File: config.mk
export PLATFORM = sky130hd
export DESIGN_NAME = toggle_hs_rx
export DESIGN_NICKNAME = d
export VERILOG_FILES = /design/src/rtl/toggle_hs_rx_pkg.sv /design/src/rtl/toggle_hs_rx_sync_fifo.sv /design/src/rtl/toggle_hs_rx.sv
export SDC_FILE = /design/constraint.sdc
export NUM_CORES = 1
export LEC_CHECK = 0
export BUFFER_PORTS_ARGS = -buffer_cell sky130_fd_sc_hd__buf_2
export CAP_MARGIN = 20
export CORE_MARGIN = 2
export CORE_UTILIZATION = 30
export CTS_BUF_LIST = sky130_fd_sc_hd__clkbuf_16
export DETAILED_ROUTE_END_ITERATION = 7
export PLACE_DENSITY_LB_ADDON = 0.1
export SYNTH_ARGS = -nofsm -noshare
export SYNTH_HDL_FRONTEND = slang
export SYNTH_SLANG_ARGS = --single-unit
export TNS_END_PERCENT = 10
File: constraint.sdc
create_clock -name Clk -period 2.4 [get_ports Clk]
set_input_delay 0.12 -clock Clk [delete_from_list [all_inputs] [get_ports Clk]]
set_output_delay 0.12 -clock Clk [all_outputs]
set_load 0.1 [all_outputs]
File: src/rtl/toggle_hs_rx_pkg.sv
// Shared defaults, width derivation and FSM state type for the toggle-handshake receiver.
package toggle_hs_rx_pkg;

  localparam int DW_DEF    = 8;
  localparam int DEPTH_DEF = 4;

  // Occupancy counter must hold 0..DEPTH inclusive, hence one extra bit.
  function automatic int cw_of(input int depth);
    return $clog2(depth) + 1;
  endfunction

  typedef enum logic {
    ST_IDLE = 1'b0,
    ST_PEND = 1'b1
  } hs_state_t;

endpackage

File: src/rtl/toggle_hs_rx_sync_fifo.sv
// Single-clock first-word-fall-through FIFO; head word is visible combinationally.
module sync_fifo
  import toggle_hs_rx_pkg::*;
#(
  parameter int DW    = DW_DEF,
  parameter int DEPTH = DEPTH_DEF,
  localparam int CW   = cw_of(DEPTH),
  localparam int AW   = $clog2(DEPTH)
) (
  input  logic          i_clk,
  input  logic          i_rst,
  input  logic          i_push,
  input  logic          i_pop,
  input  logic [DW-1:0] i_wdata,
  output logic [DW-1:0] o_rdata,
  output logic          o_full,
  output logic          o_empty,
  output logic [CW-1:0] o_count
);

  logic [DW-1:0] r_mem [DEPTH];
  logic [AW-1:0] r_wr_ptr;
  logic [AW-1:0] r_rd_ptr;
  logic [CW-1:0] r_count;

  always_ff @(posedge i_clk) begin
    if (i_rst) begin
      r_wr_ptr <= '0;
      r_rd_ptr <= '0;
      r_count  <= '0;
    end else begin
      if (i_push) r_wr_ptr <= r_wr_ptr + 1'b1;
      if (i_pop)  r_rd_ptr <= r_rd_ptr + 1'b1;
      case ({i_push, i_pop})
        2'b10:   r_count <= r_count + 1'b1;
        2'b01:   r_count <= r_count - 1'b1;
        default: r_count <= r_count;
      endcase
    end
  end

  // Storage carries no reset; contents are don't-care until written.
  always_ff @(posedge i_clk) begin
    if (i_push && !i_rst) r_mem[r_wr_ptr] <= i_wdata;
  end

  assign o_rdata = r_mem[r_rd_ptr];
  assign o_full  = (r_count == CW'(DEPTH));
  assign o_empty = (r_count == '0);
  assign o_count = r_count;

endmodule

File: src/rtl/toggle_hs_rx.sv
// Two-phase (toggle) handshake receiver feeding a FWFT FIFO drained by a valid/ready port.
module toggle_hs_rx
  import toggle_hs_rx_pkg::*;
#(
  parameter int DW    = DW_DEF,
  parameter int DEPTH = DEPTH_DEF,
  localparam int CW   = cw_of(DEPTH)
) (
  input  logic          Clk,
  input  logic          Rst,
  input  logic          Req,
  input  logic [DW-1:0] Data,
  output logic          Ack,
  output logic [DW-1:0] Out_Data,
  output logic          Out_Valid,
  input  logic          Out_Ready,
  output logic [CW-1:0] Count,
  output logic          Overrun
);

  hs_state_t r_state;
  hs_state_t w_next_state;
  logic      r_ack;
  logic      r_req_q;
  logic      r_overrun;
  logic      w_pending;
  logic      w_pop;
  logic      w_space;
  logic      w_accept;
  logic      w_full;
  logic      w_empty;

  assign w_pending = Req ^ r_ack;
  assign w_pop     = Out_Valid & Out_Ready;
  assign w_space   = ~w_full | w_pop;

  always_comb begin
    w_next_state = ST_IDLE;
    w_accept     = 1'b0;
    case (r_state)
      ST_IDLE, ST_PEND: begin
        // A stalled word may also vanish when the sender toggles back (overrun).
        if (w_pending) begin
          if (w_space) w_accept     = 1'b1;
          else         w_next_state = ST_PEND;
        end
      end
      default: w_next_state = ST_IDLE;
    endcase
  end

  always_ff @(posedge Clk) begin
    if (Rst) begin
      r_state   <= ST_IDLE;
      r_ack     <= 1'b0;
      r_req_q   <= 1'b0;
      r_overrun <= 1'b0;
    end else begin
      r_state <= w_next_state;
      r_req_q <= Req;
      if (w_accept) r_ack <= ~r_ack;
      if ((Req ^ r_req_q) & (r_req_q ^ r_ack)) r_overrun <= 1'b1;
    end
  end

  sync_fifo #(
    .DW    (DW),
    .DEPTH (DEPTH)
  ) u_fifo (
    .i_clk   (Clk),
    .i_rst   (Rst),
    .i_push  (w_accept),
    .i_pop   (w_pop),
    .i_wdata (Data),
    .o_rdata (Out_Data),
    .o_full  (w_full),
    .o_empty (w_empty),
    .o_count (Count)
  );

  assign Ack       = r_ack;
  assign Out_Valid = ~w_empty;
  assign Overrun   = r_overrun;

endmodule

==> impl_metrics.py, run 1 <==
metrics = {
    "clock_tree": {
        "cts_buffers": 5,
        "htreeDepth": 2,
        "ctsRootBufferMaster": "clkbuf_16",
        "path_clk_slew_ns": 0.06,
        "clockBufferDepth": 2,
        "clk_latency_ns": 0.28,
        "cts_setup_buffers": 0,
        "cts_resized": 0,
        "hold_buffers": 0,
        "clock_sinks": 44,
        "cts_tree": "yes",
    },
    "sta": {
        "max-slew-margin-rel_pct": 62.6,
        "min_period_ns": 1.98,
        "setup_violations": 0,
        "rsz0062_at_grt": "false",
        "max_freq_ghz": 0.505,
        "slew_violations": 0,
        "finClkSkew_ns": 0.00427,
        "setup_ws_ns": 0.418,
        "tns_ns": 0,
        "period_share_pct": 82.6,
        "tightest_slew_ns": 0.560,
        "whs_ns": 0.0507,
        "hold_viol_final": 0,
    },
    "die": {
        "core_area_um2": 5890,
        "initial_core_util_pct": 30.8,
        "std_cell_rows": 28,
        "die_x_um": 81.8,
        "ioPinCount": 26,
        "die_h_um": 81.8,
        "dieArea_um2": 6690,
    },
    "critical_path": {
        "path_class": "reg -> out",
        "cp.arrival_ns": 1.86,
        "start_kind": "flip-flop",
        "required_ns": 2.28,
        "critPathMaxFanout": 8,
        "endpoint_kind": "primary output",
    },
    "route": {
        "avgViaCountPerCell": 4.51,
        "drt-total-wl_um": 3050,
        "drc_errors": 0,
        "vias": 974,
        "antenna_left": 0,
        "wl_per_cell_um": 14.1,
        "drtIter0Drc": 53,
        "drt_pass1_iterations": 4,
    },
    "layout": {
        "final_nets": 157,
        "final_design_area_no_fill_um2": 2180,
        "n_antenna_cell": 0,
        "instances_no_fill": 216,
        "fillers": 582,
        "layout-drive-gt1-share_pct": 36.9,
        "areaGrowthSynthToFinish_pct": 20.4,
    },
    "logic_synthesis": {
        "yosysSeqAreaShare_pct": 66.2,
        "synth_edf_count": 32,
        "syn_inst": 112,
        "synth_nets": 129,
        "syn_area_per_cell_um2": 16.2,
        "synth_area_um2": 1810,
        "yosysWarningCount": 0,
        "muxShareOfSynthArea_pct": 12.1,
        "synth_cell_types": 36,
        "synthAdderAreaFrac_pct": 3.86,
        "synthSimpleGateAreaFrac_pct": 8.07,
        "synthXorXnorAreaFrac_pct": 2.34,
        "synthFlopType": "edfxtp_1",
        "synth_top_family_by_area": "multiplexers",
        "ys_ff_latch": 44,
        "synth-async-reset-ratio_pct": 0,
        "synth_compound_area_share_pct": 4.97,
    },
    "global_route": {
        "grt_pass1_vias": 988,
        "gr-usage-met2_pct": 15.8,
        "busiest_layer": "met2",
        "grt_use_total_pct": 10.3,
        "antenna_found_initial": 0,
        "globalRouteMet1Util_pct": 13.1,
        "grt_overflow": 0,
        "grt_pass1_wl_um": 4880,
        "grt_max_degree": 15,
        "grtUsageMet3_pct": 3.52,
    },
    "worst_hold_path": {
        "hp-class": "in -> reg",
    },
    "placed_design": {
        "gp_congestion": 0.709,
        "dpl-instance-area_um2": 2020,
        "dpl.hpwl_um": 2110,
        "placed_cells": 208,
        "numPortBuffers": 25,
        "place_ws_ns": 0.503,
    },
    "job": {
        "max_cap_viol_count": 0,
    },
    "power_and_ir_drop": {
        "peakVddDrop_v": 0.000515,
        "leakage_nw": 0.769,
        "pwr_density_cell_nw_per_um2": 1310,
    },
    "status": {
        "status": "finished clean",
    },
}
## synthesized netlist by cell type (2+ instances only)
library cell / instances / share of area [%]
a21oi_1: 2 / 0.55
and2_1: 4 / 1.4
buf_2: 2 / 0.55
dfxtp_1: 12 / 13
edfxtp_1: 32 / 53
ha_1: 4 / 2.8
inv_1: 4 / 0.83
mux2_4: 2 / 1.7
mux4_2: 8 / 9.9
nand2_1: 4 / 0.83
nand3_1: 2 / 0.55
nor2_1: 10 / 2.1
o21ai_0: 2 / 0.55
xnor2_1: 2 / 0.97
## cell families (layout without fill, tap and decap cells)
kind of cell | Yosys count | after routing
multiplexers | 11 | 11
adder cells (fa/ha/maj) | 5 | 5
flip-flops | 44 | 44
AND/OR/NAND/NOR | 27 | 27
buffers and inverters | 9 | 38
AO/OA/AOI/OAI | 12 | 12
XOR/XNOR | 4 | 4
## flip-flops by register name (all words and copies together), names as in the netlist, named ones only
| signal | count |
|---|---|
| u_fifo.o_count | 3 |
| u_fifo.r_wr_ptr | 2 |
| Overrun | 1 |
| u_fifo.r_mem | 32 |
| u_fifo.r_rd_ptr | 2 |
| r_req_q | 1 |
| Ack | 1 |
## critical path, cell delays in order (launching register included)
cell and delay (ns):
dfxtp_1 0.67, mux4_2 0.60, buf_2 0.31
## through the flow
| step | utilization (%) | power (W) |
|---|---|---|
| floorplan | - | 0.00200 |
| global placement | 34.3 | 0.00213 |
| detailed placement | 34.3 | 0.00214 |
| CTS | 37.1 | 0.00290 |
| global route | 37.1 | 0.00299 |
| finish | 37.1 | 0.00286 |
## where the power goes
part	internal (W)	leakage, nW	switching (W)
clock network	0.000488	0.0814	0.000264
registers	0.000905	0.391	0.000108
logic	0.000276	0.296	0.000818
total	0.00167	0.769	0.00119
## worst paths after layout
path / start / end / slack [ns] / cells past startpoint
setup reg to reg: u_fifo.o_count[0] / u_fifo.o_count[2] / 0.50 / 6
hold reg to reg: Overrun / Overrun / 0.49 / 2
setup / recovery: flip-flop / Out_Data[3] / 0.42 / 2
hold / removal: Data[5] / u_fifo.r_mem[1][5] / 0.05 / 1
## metal layers
metal	wire length (µm)	share of wire [%]
met5	0	0
met3	149	4.9
met1	1390	46
met4	36	1.2
met2	1470	48
## area by class of cell
class	instances	area, µm²	share of cell area (%)
Clock buffer	5	125	5.73
Clock inverter	3	42.5	1.95
Inverter	4	15.0	0.687
Multi-Input combinational cell	59	569	26.1
Sequential cell	44	1210	55.2
Tap cell	75	93.8	4.30
Timing Repair Buffer	26	133	6.07
## placed cells by master, fill, tap and decap left out, drive strengths merged, types with 2 or more instances in the layout
cell type / instances
nor2: 10
o21ai: 2
nand2: 4
mux2: 2
inv: 4
dfxtp: 12
edfxtp: 32
ha: 4
xnor2: 3
clkinv: 2
buf: 26
or3: 2
a21oi: 3
and2: 4
nand3: 2
mux4: 8
clkbuf: 5
Note: power is estimated with default switching activity, not from simulation.
==> run 2, diff against run 1 <==
==> constraint.sdc (replaced) <==
create_clock -name Clk -period 1.9 [get_ports Clk]
set_input_delay 0.095 -clock Clk [delete_from_list [all_inputs] [get_ports Clk]]
set_output_delay 0.095 -clock Clk [all_outputs]
set_load 0.1 [all_outputs]
==> run 2 against run 1 <==
  * Final cell count up 4.2%
  * Sequential share of layout area decreased by 1.8 points
  * Utilization grew 1.6 points
  * Clock power up 9.3%
  * Clock skew about the same
  * Worst setup slack worse by 0.27 ns
  * Critical path depth is 4 higher
  * Count of clock-buffer cells in the layout is the same
  * Critical path type is now reg -> reg
  * Highest routed layer unchanged
==> impl_metrics.py, run 2 (same netlist as run 1, synthesis figures left out) <==
metrics = {
    "die": {
        "std_cell_rows": 28,
        "initial_core_util_pct": 30.8,
        "core_area_um2": 5890,
        "die_x_um": 81.8,
        "ioPinCount": 26,
        "die_h_um": 81.8,
        "dieArea_um2": 6690,
    },
    "critical_path": {
        "r2r_slack_ns": 0.15,
        "start_kind": "flip-flop",
        "required_ns": 2.11,
        "cp-startpoint": "u_fifo.o_count[0]",
        "critPathMaxFanout": 10,
        "path_class": "reg -> reg",
        "reg2reg_depth": 6,
        "cp.arrival_ns": 1.96,
        "r2r-start": "u_fifo.o_count[0]",
        "endpoint_kind": "flip-flop",
    },
    "power_and_ir_drop": {
        "p_sw_share_pct": 42.8,
        "power.share.combinational_pct": 42.3,
        "switchingPower_w": 0.00153,
        "peakVddDrop_v": 0.000539,
        "power.share.clock_pct": 23.0,
        "pwr_density_cell_nw_per_um2": 1570,
        "leakage_nw": 0.807,
        "power_frac_seq_pct": 34.7,
        "p_int_w": 0.00204,
    },
    "worst_hold_path": {
        "min_path_cells": 1,
        "holdCritStartpoint": "Data[2]",
        "hp-class": "in -> reg",
    },
    "global_route": {
        "grt_pass1_vias": 1028,
        "grt_max_degree": 15,
        "grt_use_total_pct": 10.9,
        "grt_pass1_wl_um": 5090,
        "antenna_found_initial": 0,
        "grt_overflow": 0,
    },
    "placed_design": {
        "numPortBuffers": 25,
        "dpl-instance-area_um2": 2120,
        "gp_congestion": 0.748,
        "dpl.hpwl_um": 2230,
        "place_ws_ns": 0.117,
    },
    "route": {
        "avgViaCountPerCell": 4.56,
        "routed-wl-met3_um": 113,
        "top_layer": "met4",
        "vias": 1027,
        "wl_per_cell_um": 14.5,
        "wl_met1_um": 1480,
        "drt-total-wl_um": 3270,
        "drc_errors": 0,
        "drtIter0Drc": 29,
        "drt_pass1_iterations": 4,
        "antenna_left": 0,
        "wl_met2_um": 1620,
    },
    "clock_tree": {
        "cts_buffers": 5,
        "clock_sinks": 44,
        "path_clk_slew_ns": 0.06,
        "clk_latency_ns": 0.28,
        "htreeDepth": 2,
        "clockBufferDepth": 2,
        "cts_resized": 0,
        "cts_tree": "yes",
        "ctsRootBufferMaster": "clkbuf_16",
    },
    "sta": {
        "slew_violations": 0,
        "setup_ws_ns": 0.147,
        "tightest_slew_ns": 0.495,
        "finClkSkew_ns": 0.00446,
        "max-slew-margin-rel_pct": 67.0,
        "hold_viol_final": 0,
        "setup_violations": 0,
        "period_share_pct": 92.3,
        "max_freq_ghz": 0.570,
        "min_period_ns": 1.75,
    },
    "layout": {
        "largest_reg_flops": 32,
        "n_antenna_cell": 0,
        "final_design_area_no_fill_um2": 2280,
        "top_register": "u_fifo.r_mem",
        "areaGrowthSynthToFinish_pct": 25.5,
        "fillers": 573,
        "final_cell_mix": "edfxtp_1, buf_2, nor2_1",
        "final_nets": 166,
        "layout-drive-gt1-share_pct": 41.3,
        "final_common_cell": "edfxtp_1",
    },
    "status": {
        "status": "finished clean",
    },
    "job": {
        "max_cap_viol_count": 0,
    },
}
==> run 2: power groups by stage <==
stage	sequential (W)	combinational [W]	clock, W
after floorplan	0.00141	0.00114	0
after global placement	0.00126	0.00149	0
after detailed placement	0.00127	0.00150	0
after CTS	0.00125	0.00150	0.000843
after global routing	0.00125	0.00160	0.000887
final	0.00124	0.00151	0.000822
==> run 2: stage by stage <==
stage                     cells  total power, W  TNS [ns]  hold slack [ns]  utilization [%]
final                       225         0.00358         0           0.0283             38.7
after global routing        225         0.00374   -0.0123           0.0248             38.7
after CTS                   223         0.00360         0           0.0208             38.4
after detailed placement    215         0.00277         0            0.313             36.0
after global placement      215         0.00275         0            0.306             36.0
after floorplan             112         0.00255    -0.139            0.167                -
==> run 2: repair_timing <==
action | CTS | global route
hold buffers | 0 | 0
endpoints found under the setup margin | 0 | 1
buffers inserted | 0 | 2
==> run 2: path summary, 6_finish.rpt <==
check / endpoint
max: u_fifo.o_count[2]
min: u_fifo.r_mem[3][2]
max reg2reg: u_fifo.o_count[2]
min reg2reg: Overrun
==> run 2: final cells by class <==
cell class / count / area (µm²) / area share [%]
clock buffer: 5 / 125 / 5.49
sequential: 44 / 1220 / 53.4
tap: 75 / 93.8 / 4.12
clock inverter: 3 / 18.8 / 0.824
inverter: 4 / 15.0 / 0.659
multi-input combinational: 59 / 583 / 25.6
timing repair buffer: 35 / 225 / 9.89
==> run 2: critical path: stages, from the launching register on <==
cell and delay (ns):
dfxtp_4 0.39, o31a_1 0.20, nand2_1 0.09, fa_2 0.36, or3_1 0.37, a21o_1 0.16, a21oi_1 0.10
==> run 2: metal layers <==
metal | vias to the layer above | track usage, %
met1 | 508 | 12.8
met3 | 6 | 3.63
li1 | 497 | -
met4 | 0 | 5.00
met5 | - | 0
met2 | 16 | 18.2
==> run 3, diff against run 2 <==
--- a/config.mk
+++ b/config.mk
@@ -7,11 +7,14 @@
 export LEC_CHECK = 0
 export BUFFER_PORTS_ARGS = -buffer_cell sky130_fd_sc_hd__buf_2
 export CAP_MARGIN = 20
+export CELL_PAD_IN_SITES_DETAIL_PLACEMENT = 0
+export CELL_PAD_IN_SITES_GLOBAL_PLACEMENT = 1
 export CORE_MARGIN = 2
 export CORE_UTILIZATION = 30
 export CTS_BUF_LIST = sky130_fd_sc_hd__clkbuf_16
 export DETAILED_ROUTE_END_ITERATION = 7
 export PLACE_DENSITY_LB_ADDON = 0.1
+export REMOVE_ABC_BUFFERS = 1
 export SYNTH_ARGS = -nofsm -noshare
 export SYNTH_HDL_FRONTEND = slang
 export SYNTH_SLANG_ARGS = --single-unit
==> run 3 against run 2 <==
  * Combinational power about the same
  * Sequential power about the same
  * Register-to-register slack got worse by 0.03 ns
  * First-iteration DRC count increased by 41%
  * Utilization decreased by 1.1 points
  * Routed wire length decreased by 1.1%
  * Clock power decreased by 4.1%
  * Global-route usage decreased by 0.081 points
  * Maximum frequency decreased by 1.8%
  * Flip-flop and latch count unchanged
  * Die area unchanged
  * Worst hold slack improved by 0.0034 ns
==> impl_metrics.py, run 3 (same netlist as run 1, synthesis figures left out) <==
metrics = {
    "placed_design": {
        "numPortBuffers": 25,
        "placed_cells": 216,
        "dpl.hpwl_um": 2290,
        "gp_congestion": 0.682,
    },
    "layout": {
        "n_antenna_cell": 0,
        "final_cell_mix": "edfxtp_1, buf_2, dfxtp_1, nor2_1, buf_4",
        "largest_reg_flops": 32,
        "areaGrowthSynthToFinish_pct": 22.0,
        "layout-drive-gt1-share_pct": 39.9,
        "final_common_cell": "edfxtp_1",
        "top_register": "u_fifo.r_mem",
        "instances_no_fill": 223,
        "final_nets": 165,
    },
    "die": {
        "std_cell_rows": 28,
        "ioPinCount": 26,
        "dieArea_um2": 6690,
        "core_area_um2": 5890,
        "die_x_um": 81.8,
        "initial_core_util_pct": 30.8,
        "die_h_um": 81.8,
    },
    "job": {
        "max_cap_viol_count": 0,
    },
    "sta": {
        "finClkSkew_ns": 0.00135,
        "max_freq_ghz": 0.560,
        "setup_violations": 0,
        "slew_violations": 0,
        "period_share_pct": 94.0,
        "tns_ns": 0,
        "hold_viol_final": 0,
        "rsz0062_at_grt": "false",
        "min_period_ns": 1.79,
        "max-slew-margin-rel_pct": 66.9,
        "tightest_slew_ns": 0.500,
    },
    "critical_path": {
        "start_kind": "flip-flop",
        "path_cells": "o31a_1 > nand2_1 > fa_1 > or3_1 > a31oi_1 > a21oi_1",
        "cp.arrival_ns": 1.95,
        "slowest_stage": "dfxtp_1",
        "reg2reg_depth": 6,
        "cpPeakStageDelay_ns": 0.39,
        "required_ns": 2.06,
        "path_class": "reg -> reg",
        "endpoint_kind": "flip-flop",
        "critPathMaxFanout": 5,
    },
    "route": {
        "drt_pass1_iterations": 4,
        "vias": 1007,
        "wl_per_cell_um": 14.5,
        "drc_errors": 0,
        "drt-total-wl_um": 3230,
        "antenna_left": 0,
        "drtIter0Drc": 41,
        "avgViaCountPerCell": 4.52,
    },
    "status": {
        "status": "finished clean",
    },
    "worst_hold_path": {
        "min_path_cells": 1,
        "hp-class": "in -> reg",
    },
    "power_and_ir_drop": {
        "p_sw_share_pct": 42.6,
        "power.share.clock_pct": 22.4,
        "pwr_density_cell_nw_per_um2": 1590,
        "p_int_w": 0.00202,
        "peakVddDrop_v": 0.000742,
        "power.share.combinational_pct": 43.1,
        "power_frac_seq_pct": 34.5,
        "leakage_nw": 0.793,
        "switchingPower_w": 0.00150,
    },
    "clock_tree": {
        "clock_sinks": 44,
        "ctsRootBufferMaster": "clkbuf_16",
        "htreeDepth": 2,
        "clk_latency_ns": 0.27,
        "clockBufferDepth": 2,
        "cts_tree": "yes",
        "path_clk_slew_ns": 0.06,
        "cts_buffers": 5,
    },
    "global_route": {
        "grt_max_degree": 14,
        "grt_use_total_pct": 10.9,
        "grt_pass1_vias": 1006,
        "grt_overflow": 0,
        "antenna_found_initial": 0,
        "grt_pass1_wl_um": 5130,
    },
}
run 3: area by class of cell:
cell class / instances / area, µm²
fillers: 575 / 3670
flip-flops and latches: 44 / 1200
multi-input cells: 59 / 571
repair buffers: 34 / 193
clock buffers: 5 / 125
well taps: 75 / 93.8
inverters: 4 / 15.0
clock inverters: 2 / 12.5
run 3: worst paths after layout:
| path | from | to | slack [ns] |
|---|---|---|---|
| worst min-delay path | Data[6] | u_fifo.r_mem[0][6] | 0.03 |
| worst max register to register | u_fifo.o_count[0] | u_fifo.o_count[2] | 0.11 |
| worst min register to register | Overrun | Overrun | 0.48 |
| worst max-delay path | u_fifo.o_count[0] | u_fifo.o_count[2] | 0.11 |
run 3: worst max-delay path: cells and delay by family, from the launching register on:
kind	cells	cell delay, ns
flops	1	0.39
fa+ha+maj	1	0.39
compound gates	3	0.45
simple gates	2	0.45
run 3: what timing repair did:
action,in CTS,in global routing
setup buffers,0,0
hold buffers,0,0
setup endpoints to repair,0,25
hold endpoints to repair,0,0
gates resized for setup,0,3
run 3: through the flow:
step	setup WS (ns)	power, W	area [µm²]	hold slack, ns	util (%)
4_1_cts	0.0534	0.00358	2210	0.0251	37.5
2_1_floorplan	-0.686	0.00248	1790	0.163	-
3_5_place_dp	0.0750	0.00278	2070	0.317	35.2
6_report	0.115	0.00353	2210	0.0317	37.6
3_3_place_gp	0.105	0.00276	2070	0.306	35.2
5_1_grt	0.000144	0.00370	2210	0.0308	37.6
run 3: layer usage:
layer	track usage [%]	wire length [µm]	up-vias
met3	3.41	131	2
met1	14.1	1500	495
met4	4.50	23	0
met2	16.8	1580	19
li1	-	-	491
met5	0	0	-
run 3: power groups by stage:
stage          clock (W)  sequential (W)  combinational (W)
6_report        0.000788         0.00122            0.00152
5_1_grt         0.000851         0.00123            0.00162
4_1_cts         0.000816         0.00121            0.00154
3_5_place_dp           0         0.00123            0.00154
3_3_place_gp           0         0.00123            0.00153
2_1_floorplan          0         0.00145            0.00102
